### config.mk
export PLATFORM = sky130hd
export DESIGN_NAME = spi_reg_frame_ctrl
export DESIGN_NICKNAME = d
export VERILOG_FILES = /design/src/rtl/spi_reg_frame_ctrl.sv
export SDC_FILE = /design/constraint.sdc
export NUM_CORES = 1
export LEC_CHECK = 0
export CAP_MARGIN = 20
export CORE_ASPECT_RATIO = 1.1
export CORE_MARGIN = 2
export CORE_UTILIZATION = 30
export CTS_CLUSTER_DIAMETER = 30
export DETAILED_ROUTE_END_ITERATION = 8
export SYNTH_ARGS = -nofsm -noshare
export SYNTH_HDL_FRONTEND = slang
export SYNTH_SLANG_ARGS = --single-unit
### constraint.sdc
create_clock -name clk -period 5.5 [get_ports clk]
set_clock_uncertainty 0.2 [all_clocks]
set_input_delay 0.825 -clock clk [delete_from_list [all_inputs] [get_ports clk]]
set_output_delay 0.825 -clock clk [all_outputs]
set_load 0.02 [all_outputs]
### src/rtl/spi_reg_frame_ctrl.sv
// spi_reg_frame_ctrl: frames SPI words into register-bus transactions.
//   A frame starts on the CS falling edge. The first word is a command:
//   bit15 selects read or write, bits14:8 give the start address and
//   bits7:0 give the word count minus one. Writes are issued as reg_wr
//   strobes. Reads are fetched with reg_rd/reg_ack and loaded into the
//   transceiver with tx_load.
// Ports:
//   clk, rst_n              clock, async active-low reset
//   spi_cs_n                raw chip select (async, active low)
//   rx_valid, rx_word       received word strobe and data
//   spi_clk_error           SPI clock lost mid-frame
//   tx_load, tx_word        transceiver load strobe and next word to send
//   reg_wr, reg_rd          register write strobe and read request (level)
//   reg_addr, reg_wdata     register address and write data
//   reg_rdata, reg_ack      register read data, valid in the reg_ack cycle
//   frame_err, busy         frame error pulse and not-idle indication
module spi_reg_frame_ctrl #(
   parameter int unsigned ACK_TIMEOUT = 255
) (
   input  logic        clk,
   input  logic        rst_n,
   input  logic        spi_cs_n,
   input  logic        rx_valid,
   input  logic [15:0] rx_word,
   input  logic        spi_clk_error,
   output logic        tx_load,
   output logic [15:0] tx_word,
   output logic        reg_wr,
   output logic        reg_rd,
   output logic [6:0]  reg_addr,
   output logic [15:0] reg_wdata,
   input  logic [15:0] reg_rdata,
   input  logic        reg_ack,
   output logic        frame_err,
   output logic        busy
);

   localparam int unsigned DW     = 16;
   localparam int unsigned AW     = 7;
   localparam int unsigned CW     = 9;
   localparam int unsigned EW     = 8;
   localparam int unsigned WAIT_W = (ACK_TIMEOUT > 1) ? $clog2(ACK_TIMEOUT) : 1;
   localparam logic [WAIT_W-1:0] WAIT_LAST = WAIT_W'(ACK_TIMEOUT - 1);

   typedef enum logic [2:0] {
      S_IDLE,
      S_CMD,
      S_WR,
      S_RD_FETCH,
      S_RD_STREAM,
      S_DONE,
      S_ERR
   } state_t;

   state_t            state_q, state_d;
   logic              cs_s1, cs_s2, cs_act_q;
   logic              cs_active, cs_fall, cs_rise;
   logic [AW-1:0]     addr_q, addr_d;
   logic [CW-1:0]     rem_q, rem_d;
   logic [WAIT_W-1:0] wait_q, wait_d;
   logic [EW-1:0]     err_cnt_q, err_cnt_d;
   logic              reg_rd_q, reg_rd_d;
   logic              tx_load_d, reg_wr_d, frame_err_d;
   logic [DW-1:0]     tx_word_d, reg_wdata_d;
   logic [AW-1:0]     reg_addr_d;
   logic              active_d;

   // Two-flop CS synchroniser; reset to the inactive (high) level
   always_ff @(posedge clk or negedge rst_n) begin
      if (!rst_n) begin
         cs_s1    <= 1'b1;
         cs_s2    <= 1'b1;
         cs_act_q <= 1'b0;
      end else begin
         cs_s1    <= spi_cs_n;
         cs_s2    <= cs_s1;
         cs_act_q <= cs_active;
      end
   end

   assign cs_active = ~cs_s2;
   assign cs_fall   = cs_active & ~cs_act_q;
   assign cs_rise   = ~cs_active & cs_act_q;

   // A lost SPI clock must release the bus request in the same cycle
   assign reg_rd = reg_rd_q & ~spi_clk_error;

   // State and output registers
   always_ff @(posedge clk or negedge rst_n) begin
      if (!rst_n) begin
         state_q   <= S_IDLE;
         addr_q    <= '0;
         rem_q     <= '0;
         wait_q    <= '0;
         err_cnt_q <= '0;
         reg_rd_q  <= 1'b0;
         tx_load   <= 1'b0;
         tx_word   <= '0;
         reg_wr    <= 1'b0;
         reg_addr  <= '0;
         reg_wdata <= '0;
         frame_err <= 1'b0;
         busy      <= 1'b0;
      end else begin
         state_q   <= state_d;
         addr_q    <= addr_d;
         rem_q     <= rem_d;
         wait_q    <= wait_d;
         err_cnt_q <= err_cnt_d;
         reg_rd_q  <= reg_rd_d;
         tx_load   <= tx_load_d;
         tx_word   <= tx_word_d;
         reg_wr    <= reg_wr_d;
         reg_addr  <= reg_addr_d;
         reg_wdata <= reg_wdata_d;
         frame_err <= frame_err_d;
         busy      <= (state_d != S_IDLE);
      end
   end

   // Next-state and next-output logic
   always_comb begin
      state_d     = state_q;
      addr_d      = addr_q;
      rem_d       = rem_q;
      wait_d      = wait_q;
      reg_rd_d    = 1'b0;
      tx_load_d   = 1'b0;
      tx_word_d   = tx_word;
      reg_wr_d    = 1'b0;
      reg_addr_d  = reg_addr;
      reg_wdata_d = reg_wdata;
      frame_err_d = 1'b0;
      active_d    = 1'b0;

      unique case (state_q)
         S_IDLE: begin
            if (cs_fall) begin
               tx_word_d = {8'h5A, err_cnt_q};
               tx_load_d = 1'b1;
               state_d   = S_CMD;
            end
         end
         S_CMD: begin
            if (rx_valid) begin
               addr_d = rx_word[14:8];
               rem_d  = CW'(rx_word[7:0]) + CW'(1);
               if (rx_word[15]) begin
                  reg_rd_d   = 1'b1;
                  reg_addr_d = rx_word[14:8];
                  wait_d     = '0;
                  state_d    = S_RD_FETCH;
               end else begin
                  state_d = S_WR;
               end
            end
         end
         S_WR: begin
            if (rx_valid) begin
               reg_wr_d    = 1'b1;
               reg_addr_d  = addr_q;
               reg_wdata_d = rx_word;
               addr_d      = addr_q + AW'(1);
               rem_d       = rem_q - CW'(1);
               if (rem_q == CW'(1)) state_d = S_DONE;
            end
         end
         S_RD_FETCH: begin
            if (reg_ack) begin
               tx_word_d = reg_rdata;
               tx_load_d = 1'b1;
               state_d   = S_RD_STREAM;
            end else if (wait_q == WAIT_LAST) begin
               tx_word_d   = 16'hDEAD;
               tx_load_d   = 1'b1;
               frame_err_d = 1'b1;
               state_d     = S_ERR;
            end else begin
               reg_rd_d = 1'b1;
               wait_d   = wait_q + WAIT_W'(1);
            end
         end
         S_RD_STREAM: begin
            if (rx_valid) begin
               rem_d = rem_q - CW'(1);
               if (rem_q != CW'(1)) begin
                  addr_d     = addr_q + AW'(1);
                  reg_addr_d = addr_q + AW'(1);
                  reg_rd_d   = 1'b1;
                  wait_d     = '0;
                  state_d    = S_RD_FETCH;
               end else begin
                  state_d = S_DONE;
               end
            end
         end
         S_DONE: ;
         S_ERR:  ;
         default: state_d = S_IDLE;
      endcase

      // Lost SPI clock aborts any frame still in progress
      if (spi_clk_error && (state_q inside {S_CMD, S_WR, S_RD_FETCH, S_RD_STREAM})) begin
         state_d     = S_ERR;
         reg_rd_d    = 1'b0;
         reg_wr_d    = 1'b0;
         tx_load_d   = 1'b0;
         tx_word_d   = tx_word;
         frame_err_d = 1'b1;
      end

      // CS release ends the frame; a coincident word has already been
      // applied above, so any state still mid-transfer is a short frame
      if (cs_rise) begin
         active_d  = state_d inside {S_CMD, S_WR, S_RD_FETCH, S_RD_STREAM};
         state_d   = S_IDLE;
         reg_rd_d  = 1'b0;
         tx_load_d = 1'b0;
         if (active_d) frame_err_d = 1'b1;
      end

      err_cnt_d = err_cnt_q;
      if (frame_err_d && (err_cnt_q != 8'hFF)) err_cnt_d = err_cnt_q + EW'(1);
   end

endmodule

==> run metrics <==
status finished, final reports clean; synthesized area 4388 um^2; Pwr Density 569.5 nW/um^2; Synth-to-Final Area Change 29.34%; H-tree depth 3; post-detailed-route wirelength per cell 15.09 um; RSZ-0062 raised after global routing false; Fin. Hold Viols 0; data arrival time of the critical path 3.36 ns; crit path capture type flip-flop; Seq/Total Area, Yosys 0.4682; met3 global-route usage 0.02734; die area 15610 um^2; ANT nets after route 0; Tightest Hold Check Type reg2reg; share of the synthesized area in the top cell type 0.4562; Yosys cell types 63; Worst EP required 5.51 ns; root buf cell clkbuf_16; Area after DPL 5316 um^2; NumNets Final 573; number of global-route vias before repair 3555; leading area contributor after synthesis dfrtp_1; Avg Inst Size Synth 9.644 um^2; Sink Count 82; Post-synth EDFFs 0; GR Util met2 0.2397; Main synth FF type dfrtp_1; Setup Crit Path Kind reg2reg; final worst slack 2.145 ns; Synth Instances 455; Async SR Flop Fraction 1.000; hold buffers post-CTS 0; Core Region 14390 um^2; Synth Warn # 0; first-pass GRT wire length 17710 um; final WL 10940 um; Final Core Density 0.3944; Overall Global Routing Usage 0.1427; max-slew violation count 0; syn nets 500; grt met1 use 0.1835; period utilization 0.6099; row cnt 46; Pre-antenna DRT Iters 4; worst slew pin tran 0.9039 ns; post-CTS setup buffer count 0; DIE HEIGHT 130.8 um; total gr overflow 0; grt peak-use layer met2; final instance area 5675 um^2; Worst Setup Start Kind flip-flop; post-layout power 3232 uW; highest ir drop seen on vdd 0.2051 mV; average vias per placed instance 5.010; vias post-DR 3632; Die X 119.3 um; Slew headroom 0.3959; register bit total from synthesis 82; share of layout cells above drive strength 1 0.1069; Max Cap Viol 0; most frequent cells in the layout 80 x dfrtp_1, 80 x clkdlybuf4s50_1, 59 x o21ai_0; gpl congestion 0.8398; TritonCTS clock tree done; antenna cells 0; pre-CTS setup slack 1.935 ns; timing-limited maximum frequency 298.1 MHz; Fill cells 1440; setup TNS 0 ns; HPWL Detailed 7649 um; Clock Latency Late Sink 0.34 ns; Max clock buf depth 2; Ports 82; crit-path max FO 23; synth top area cells dfrtp_1 46%, o21ai_0 6.8%, mux2_2 4.1%; Reg clk slew, reported paths 0.06 ns; Final setup violation count 0; final routed DRC violation total 0; number of buffers created by CTS 9; pin count of the biggest net entering global routing 83; Post-CTS Resized 0; initial core utilization 0.3050; reported leakage power 0.002292 uW; initial DRC count 181; PortBufs 81; minimum clock period 3.355 ns; initial antenna violation count 0
==> Yosys cell counts (all sizes together), types with 9 or more instances <==
cell type and n:
a21oi 21, and3 9, buf 9, clkbuf 15
dfrtp 80, inv 14, mux2 17, nand2 49
nand3 15, nor2 40, o21ai 61, o22ai 14
xnor2 11, xor2 12
==> final cells by class <==
cell class | instances | area (um^2) | area share
Tap cell | 192 | 240.2 | 0.04233
Timing Repair Buffer | 86 | 883.3 | 0.1556
Multi-Input combinational cell | 334 | 2141 | 0.3772
Clock inverter | 2 | 35.03 | 0.006173
Sequential cell | 82 | 2054 | 0.3620
Clock buffer | 14 | 264.0 | 0.04652
Inverter | 15 | 57.56 | 0.01014
==> per-layer routing <==
metal	vias to the layer above	share of wire
li1	1784	-
met4	0	0.018
met1	1734	0.45
met5	-	0
met3	15	0.042
met2	99	0.49
==> cells by family after synthesis <==
| logic type | count (synthesis) | synth area share |
|---|---|---|
| simple gates | 152 | 0.1814 |
| compound gates | 132 | 0.1893 |
| flops | 82 | 0.4682 |
| buf+inv | 39 | 0.04391 |
| xor+xnor | 23 | 0.04591 |
| mux | 19 | 0.04904 |
| fa+ha+maj | 8 | 0.02224 |
==> worst paths after layout <==
path                            startpoint     endpoint  slack [ns]  depth (start not counted)
worst max-delay path            state_q[2]  reg_addr[1]        2.15                          8
worst min-delay path                 cs_s1        cs_s2        0.16                          0
worst max register to register  state_q[2]  reg_addr[1]        2.15                          8
worst min register to register       cs_s1        cs_s2        0.16                          0
max in group asynchronous            rst_n        cs_s1        4.21                          2
min in group asynchronous            rst_n    wait_q[3]        0.23                          1
==> power by group <==
| part | internal (uW) | switching (uW) |
|---|---|---|
| logic | 691 | 848 |
| registers | 841 | 240 |
| clock network | 376 | 235 |
| total | 1910 | 1320 |
==> sequential cells by signal, summed over array words and instances (netlist names), 3 cells and up <==
name and count:
err_cnt_q 8, wait_q 8, tx_word 16, reg_wdata 16, state_q 3, reg_addr 7
addr_q 7, rem_q 9
==> metrics by stage <==
| stage | hold WS [ns] | std cells |
|---|---|---|
| after floorplan | 0.1452 | 455 |
| after global placement | 0.1518 | 706 |
| after detailed placement | 0.1475 | 706 |
| after CTS | 0.1556 | 722 |
| after global routing | 0.1577 | 725 |
| final | 0.1551 | 725 |
==> worst max-delay path, stage by stage, from the launching register on <==
cell,delay [ns]
dfrtp_1,0.88
clkinv_2,0.39
nand2_1,0.29
nand3b_1,0.10
nand3_1,0.56
a31oi_1,0.23
o31ai_1,0.20
buf_2,0.26
o21ai_0,0.11
No activity file was read; power rests on OpenSTA's default activity.
